[src/rtl/rf_pkg.sv]
// rtl/rf_pkg.sv - shared widths, dump FSM state type and immediate extension helper
package rf_pkg;

    localparam int RF_DATA_W = 32;
    localparam int RF_ADDR_W = 5;
    localparam int RF_IMM_W  = 16;

    typedef enum logic {
        IDLE   = 1'b0,
        STREAM = 1'b1
    } dump_state_e;

    // Default-width immediate extension, shared with the branch/offset datapath
    function automatic logic [RF_DATA_W-1:0] sext_imm(input logic [RF_IMM_W-1:0] imm,
                                                      input logic                sext);
        return {{(RF_DATA_W-RF_IMM_W){sext & imm[RF_IMM_W-1]}}, imm};
    endfunction

endpackage

[src/rtl/rf_dump_ctrl.sv]
// rtl/rf_dump_ctrl.sv - register dump engine: streams every register as valid/ready beats
// Beat data is captured from the array at the load edge, so later writes never alter a held beat.
module rf_dump_ctrl
    import rf_pkg::*;
#(
    parameter int DATA_W = RF_DATA_W,
    parameter int ADDR_W = RF_ADDR_W
) (
    input  logic              clk,
    input  logic              rst_n,
    input  logic              dump_req,
    input  logic              dump_ready,
    output logic              dump_busy,
    output logic              dump_valid,
    output logic [ADDR_W-1:0] dump_idx,
    output logic [DATA_W-1:0] dump_data,
    output logic              dump_last,
    output logic [ADDR_W-1:0] rd_idx,
    input  logic [DATA_W-1:0] rd_data
);

    localparam logic [ADDR_W-1:0] LAST_IDX = '1;

    dump_state_e       state_q, state_d;
    logic [ADDR_W-1:0] idx_q, idx_d;
    logic [DATA_W-1:0] data_q, data_d;

    always_ff @(posedge clk or negedge rst_n) begin
        if (!rst_n) begin
            state_q <= IDLE;
            idx_q   <= '0;
            data_q  <= '0;
        end else begin
            state_q <= state_d;
            idx_q   <= idx_d;
            data_q  <= data_d;
        end
    end

    always_comb begin
        state_d = state_q;
        idx_d   = idx_q;
        data_d  = data_q;
        // Look-ahead read of the next register so a handshake reloads with no bubble
        rd_idx  = idx_q + ADDR_W'(1);
        case (state_q)
            IDLE: begin
                if (dump_req) begin
                    state_d = STREAM;
                    idx_d   = '0;
                    data_d  = '0;
                end
            end
            STREAM: begin
                if (dump_ready) begin
                    if (idx_q == LAST_IDX) begin
                        state_d = IDLE;
                        idx_d   = '0;
                        data_d  = '0;
                    end else begin
                        idx_d  = rd_idx;
                        data_d = rd_data;
                    end
                end
            end
            default: state_d = IDLE;
        endcase
    end

    assign dump_busy  = (state_q == STREAM);
    assign dump_valid = (state_q == STREAM);
    assign dump_idx   = idx_q;
    assign dump_data  = data_q;
    assign dump_last  = dump_valid && (idx_q == LAST_IDX);

endmodule

[src/rtl/regfile_pipe.sv]
// rtl/regfile_pipe.sv - 2R/1W register file with r0 = 0, operand-B select and dump engine
// Define RF_BYPASS_EN for same-cycle write-through forwarding onto the read ports.
module regfile_pipe
    import rf_pkg::*;
#(
    parameter int DATA_W = RF_DATA_W,
    parameter int ADDR_W = RF_ADDR_W,
    parameter int IMM_W  = RF_IMM_W
) (
    input  logic              clk,
    input  logic              rst_n,
    input  logic [ADDR_W-1:0] rs_addr,
    input  logic [ADDR_W-1:0] rt_addr,
    output logic [DATA_W-1:0] rs_data,
    output logic [DATA_W-1:0] rt_data,
    output logic [DATA_W-1:0] op_b,
    input  logic [IMM_W-1:0]  imm,
    input  logic              imm_sext,
    input  logic              alu_src,
    input  logic              we,
    input  logic [ADDR_W-1:0] waddr,
    input  logic [DATA_W-1:0] wdata,
    input  logic              dump_req,
    output logic              dump_busy,
    output logic              dump_valid,
    input  logic              dump_ready,
    output logic [ADDR_W-1:0] dump_idx,
    output logic [DATA_W-1:0] dump_data,
    output logic              dump_last
);

    localparam int DEPTH = 2**ADDR_W;

    logic [DATA_W-1:0] regs_q [DEPTH];
    logic [DATA_W-1:0] rs_arr, rt_arr, imm_ext, dump_rd_data;
    logic [ADDR_W-1:0] dump_rd_idx;
    logic              wr_en;

    assign wr_en = we && (waddr != '0);

    always_ff @(posedge clk or negedge rst_n) begin
        if (!rst_n) begin
            for (int i = 0; i < DEPTH; i++) begin
                regs_q[i] <= '0;
            end
        end else if (wr_en) begin
            regs_q[waddr] <= wdata;
        end
    end

    assign rs_arr = (rs_addr == '0) ? '0 : regs_q[rs_addr];
    assign rt_arr = (rt_addr == '0) ? '0 : regs_q[rt_addr];

`ifdef RF_BYPASS_EN
    assign rs_data = (wr_en && (waddr == rs_addr)) ? wdata : rs_arr;
    assign rt_data = (wr_en && (waddr == rt_addr)) ? wdata : rt_arr;
`else
    assign rs_data = rs_arr;
    assign rt_data = rt_arr;
`endif

    generate
        if (DATA_W > IMM_W) begin : g_ext
            assign imm_ext = {{(DATA_W-IMM_W){imm_sext & imm[IMM_W-1]}}, imm};
        end else begin : g_noext
            assign imm_ext = imm;
        end
    endgenerate

    assign op_b = alu_src ? imm_ext : rt_data;

    // Dump port reads the raw array: forwarding never leaks into a snapshot
    assign dump_rd_data = regs_q[dump_rd_idx];

    rf_dump_ctrl #(
        .DATA_W(DATA_W),
        .ADDR_W(ADDR_W)
    ) u_dump_ctrl (
        .clk       (clk),
        .rst_n     (rst_n),
        .dump_req  (dump_req),
        .dump_ready(dump_ready),
        .dump_busy (dump_busy),
        .dump_valid(dump_valid),
        .dump_idx  (dump_idx),
        .dump_data (dump_data),
        .dump_last (dump_last),
        .rd_idx    (dump_rd_idx),
        .rd_data   (dump_rd_data)
    );

endmodule
[config.mk]
export PLATFORM = sky130hd
export DESIGN_NAME = regfile_pipe
export DESIGN_NICKNAME = d
export VERILOG_FILES = /design/src/rtl/rf_pkg.sv /design/src/rtl/rf_dump_ctrl.sv /design/src/rtl/regfile_pipe.sv
export SDC_FILE = /design/constraint.sdc
export NUM_CORES = 2
export LEC_CHECK = 0
export CORE_ASPECT_RATIO = 1.1
export CORE_MARGIN = 5
export CORE_UTILIZATION = 60
export CTS_CLUSTER_SIZE = 10
export DETAILED_ROUTE_END_ITERATION = 7
export MAX_ROUTING_LAYER = met4
export PLACE_DENSITY = 0.78
export RECOVER_POWER = 25
export SETUP_SLACK_MARGIN = 0.05
export SKIP_LAST_GASP = 1
export SLEW_MARGIN = 20
export SYNTH_ARGS = -nofsm -noshare
export SYNTH_HDL_FRONTEND = slang
export SYNTH_SLANG_ARGS = --single-unit
[constraint.sdc]
create_clock -name clk -period 6.7 [get_ports clk]
set_input_delay 1.005 -clock clk [delete_from_list [all_inputs] [get_ports clk]]
set_output_delay 1.005 -clock clk [all_outputs]
set_load 0.01 [all_outputs]
### Word-level counts from Yosys, hierarchy flattened

Cells that the tools add are included.

* add/subtract/negate cells: 1
* order comparisons: 5
* equal/unequal tests: 3
* multiplexer cells: 27
* bitwise gates (word level): 6
* reduce and logical (&&, ||, !) cells: 7

Operators with widths (number)
* 1024-bit bitwise mux: 1
* 32-bit binary-select mux with 5-bit select: 3
* 32-bit 2-to-1 mux: 13
* 32-bit demux with 5-bit select: 1
* 32-bit case mux with 2 select lines: 1
* 6-bit greater-or-equal comparator, second input constant: 4
* 5-bit NOT with 6-bit output: 4
* 5-bit 2-to-1 mux: 3
* 5-bit zero test: 2
* 5-bit case mux with 2 select lines: 1
* 6-bit by 1-bit < comparator with 1-bit output, second input constant: 1
* 5-bit by 1-bit adder with 5-bit output, second input constant: 1
* 5-bit equality test, second input constant: 1
* 5-bit nonzero test: 1
* 2-bit != test, second input constant: 2
* 1-bit logical AND: 3
* 1-bit 2-to-1 mux: 3
* 1-bit case mux with 2 select lines: 1
* 2-bit AND reduction: 1
* 1-bit AND: 1
* 1-bit NOT: 1

* bits in registers: 1062
* input bits: 70
* output and inout bits: 136
* word-level logic and storage cells: 84

### Depth between registers and ports, before layout

* word-level depth: 8
* mapped depth: 9
* depth with buffers taken out: 6

### By module

A second synthesis with hierarchy kept.

* cells, all modules: 4400
* area, all modules: 64576.9 µm²

Modules (own cells, without submodules)
* regfile_pipe: times used 1, cells an instance 4302, area an instance 63073.0 µm², sequential area each 25624.6 µm²
* rf_dump_ctrl: times used 1, cells an instance 98, area an instance 1503.9 µm², sequential area each 950.9 µm²

### Worst setup path before layout

OpenSTA, ideal clock, no wires.

* path type: input to output
* start: input port rs_addr[1]
* end: output port rs_data[31]
* arrival: 2833 ps
* slack: 2862 ps
* cell stages on the path: 6
* cell sequence: clkbuf_1 > clkbuf_1 > buf_1 > mux4_2 > mux4_2 > a22o_1

* cells in the longest elaborated chain, start to end: 5

Ends and longest elaborated chain
* from (decl): RTL line regfile_pipe.sv:12 `input logic [ADDR_W-1:0] rs_addr,`
* 5-bit NOT with 6-bit output (implied by the code): RTL line regfile_pipe.sv:51 `assign rs_arr = (rs_addr == '0) ? '0 : regs_q[rs_addr];`
* 32-bit binary-select mux with 5-bit select: RTL line regfile_pipe.sv:51
* 32-bit 2-to-1 mux (implied by the code) (2 in series): RTL line regfile_pipe.sv:51
* 32-bit 2-to-1 mux (*): RTL line regfile_pipe.sv:51
* to (decl): RTL line regfile_pipe.sv:14 `output logic [DATA_W-1:0] rs_data,`

Mark *: on every way between the ends. The rest lies on a longest branch, timed or not. The select of a mux whose other input is x is not followed.

### Final worst setup path

* start: input port rt_addr[3]
* end: output port rt_data[3]

* cells in the longest elaborated chain, start to end: 5

Ends and longest elaborated chain
* from (decl): RTL line regfile_pipe.sv:13 `input logic [ADDR_W-1:0] rt_addr,`
* 5-bit NOT with 6-bit output (implied by the code): RTL line regfile_pipe.sv:52 `assign rt_arr = (rt_addr == '0) ? '0 : regs_q[rt_addr];`
* 32-bit binary-select mux with 5-bit select: RTL line regfile_pipe.sv:52
* 32-bit 2-to-1 mux (implied by the code) (2 in series): RTL line regfile_pipe.sv:52
* 32-bit 2-to-1 mux (*): RTL line regfile_pipe.sv:52
* to (decl): RTL line regfile_pipe.sv:15 `output logic [DATA_W-1:0] rt_data,`

Marks and branches as above.

==> flow_summary.json <==
{
  "finalCriticalPeriod_ns": 5.94,
  "grt_pass1_wl_microns": 313000,
  "worst_slack_ns": 0.763,
  "synth_seq_area_share": 0.416,
  "drt-vias-per-instance": 8.04,
  "cts.path.max_buffers": 3,
  "vdd_drop_max_uv": 379,
  "post-cts-setup-buffer-count": 0,
  "layout-drive-gt1-share": 0.521,
  "syn_to_final_growth_pct": 9.70,
  "rsz0062_at_grt": "false",
  "antenna_found_initial": 8,
  "portBuffers": 205,
  "hold_start": "regs_q[1015]",
  "nNetsFinal": 4112,
  "maxSlewHeadroom": -2.42,
  "post-route-period-util": 0.886,
  "hold_viol": 0,
  "r2r_start": "u_dump_ctrl.dump_idx[0]",
  "reg2reg_slack_ns": 2.68,
  "power_mw": 23.3,
  "crit_path_start_kind": "primary input",
  "critPathRequiredTime_ns": 5.69,
  "worstPathArrival_ns": 4.93,
  "rr_endpoint": "u_dump_ctrl.dump_data[8]",
  "synth_edf_count": 0,
  "cts_root_buf": "clkbuf_16",
  "dp_slack_ns": 0.980,
  "yosys-top-cells-area": "dfrtp_1, mux4_2, mux2_2",
  "violations": "capacitance limit, slew limit",
  "yosys_most_used_dff": "dfrtp_1",
  "die_y_microns": 352,
  "cts_tree": "built",
  "setup_tns_ns": 0,
  "min_path_cells": 0,
  "min_to": "regs_q[1015]",
  "layout_common_cells": "dfrtp_1, mux2_2, mux4_2",
  "fmax_mhz": 168,
  "postCtsHoldBufs": 0,
  "drt_iter0_drc": 6604,
  "die_w_microns": 321,
  "async_reset_ff_frac": 1.00,
  "yosysWarnings": 0,
  "dieArea_sq_um": 113000,
  "setup_violations": 0,
  "ctsResizeCount": 0,
  "synth_cells": 4109,
  "slew_viol_final": 81,
  "vias": 44000,
  "ios": 206,
  "synth_top_area_frac": 0.416,
  "hold_ws_ns": 0.416,
  "dr.pass1.iters": 6,
  "core_sq_um": 106000,
  "synth.avg_cell_area_sq_um": 15.6,
  "hold_class": "flop to flop",
  "netlist_area_sq_um": 64000,
  "clock_skew_ns": 0.0297,
  "first_global_vias": 44000,
  "outcome": "finished, violations left",
  "place.gp.congestion": 0.887,
  "cts.sinks": 1062,
  "ant_nets": 0,
  "syn-num-nets": 4181,
  "cts_inserted_buffers": 118,
  "dpl.hpwl_microns": 118000,
  "synth_seq_cells": 1062,
  "design_area_sq_um": 70200,
  "cap_violations": 1,
  "powerDensity_nw_per_um2": 332,
  "leakagePower_nw": 28.9,
  "critical_path_class": "primary input to output port",
  "initial_core_util": 0.605,
  "critPathMaxFanout": 14,
  "setup.worst_path.start": "rt_addr[3]",
  "htreeDepth": 3,
  "grt_max_degree": 168,
  "grt.total_usage": 0.387,
  "drt-total-wl_microns": 212000,
  "place_area_sq_um": 67000,
  "worst_pin_slew_ns": 5.13,
  "post_drt_wl_per_cell_microns": 38.8,
  "synth_cell_types": 50,
  "clock_latency_ns": 0.71,
  "layout_commonest_cell": "dfrtp_1",
  "path_clk_slew_ns": 0.06,
  "synth_top_area_cell": "dfrtp_1",
  "r2r_cells": 5,
  "end_kind": "output port",
  "overflow": 0,
  "drcViolationCount": 0,
  "std_cell_rows": 125
}
==> worst max-delay path by stage <==
stage          slack [ns]           to  cells after the start
3_3_place_gp         1.05     op_b[23]                      8
4_1_cts              0.98   rt_data[3]                      7
2_1_floorplan        2.86  rs_data[31]                      6
3_5_place_dp         0.98      op_b[3]                      7
5_1_grt              0.61  regs_q[918]                      2
6_report             0.76   rt_data[3]                      7
==> per-stage QoR <==
stage                     utilization  std cells
after global placement          0.633       5313
after global routing            0.663       5465
final                           0.664       5470
after CTS                       0.663       5455
after floorplan                     -       4109
after detailed placement        0.633       5315
==> cell families (layout without fill, tap and decap cells) <==
group / after synthesis / after routing / synth area share
simple gates: 218 / 218 / 0.0157
mux: 1989 / 1989 / 0.488
fa+ha+maj: 2 / 2 / 0.000391
compound gates: 326 / 326 / 0.0434
buf+inv: 508 / 459 / 0.0367
other cells: 0 / 13 / 0
flops: 1062 / 1062 / 0.416
xor+xnor: 4 / 4 / 0.000783
==> routing by layer <==
metal,vias to the layer above,wire [microns],GRT usage
li1,16400,-,-
met1,23400,77600,0.532
met2,3558,92800,0.525
met3,667,30400,0.139
met4,0,11500,0.173
met5,-,0,-
==> cell type report <==
| type | instances | area (sq um) |
|---|---|---|
| Inverter | 2 | 7.51 |
| Antenna cell | 13 | 32.5 |
| Clock buffer | 139 | 3130 |
| Multi-Input combinational cell | 2539 | 35400 |
| Fill cell | 7304 | 35600 |
| Sequential cell | 1062 | 26600 |
| Tap cell | 1397 | 1750 |
| Clock inverter | 1 | 8.76 |
| Timing Repair Buffer | 317 | 3270 |
==> critical path, cell delays in order <==
cell and delay (ns):
clkdlybuf4s50_1 1.05, or3_2 0.53, buf_4 0.37, o22ai_1 0.15, a2111oi_0 1.06, nor3_1 0.19
clkdlybuf4s50_1 0.55
==> registers in the layout, summed over array words and instances (netlist names) <==
name,count
u_dump_ctrl.dump_busy,1
u_dump_ctrl.dump_idx,5
regs_q,1024
u_dump_ctrl.dump_data,32
==> power breakdown <==
| part | switching (mW) | total [mW] | internal [mW] |
|---|---|---|---|
| registers | 1.38 | 9.07 | 7.69 |
| logic | 3.76 | 8.48 | 4.72 |
| clock network | 2.57 | 5.77 | 3.20 |
==> cells in the mapped netlist, types with 2 or more instances <==
library cell	number
dfrtp_1	1062
mux2_2	999
mux4_2	797
clkbuf_1	286
mux2i_1	190
nand2_1	101
a22o_1	94
buf_2	92
buf_1	74
nor3_1	65
o22ai_1	35
o22a_1	32
o31ai_1	32
o311ai_0	31
buf_6	30
a211oi_1	29
o221ai_1	29
buf_4	23
nor2_1	21
a2111oi_2	15
a2111oi_0	10
a2111oi_1	7
o21ai_0	7
nand3b_1	5
nand3_1	4
nor3b_1	4
mux4_1	3
o221a_2	3
or2_2	3
or3b_2	3
and2_1	2
and3_1	2
ha_1	2
No activity file was read; power rests on OpenSTA's default activity.
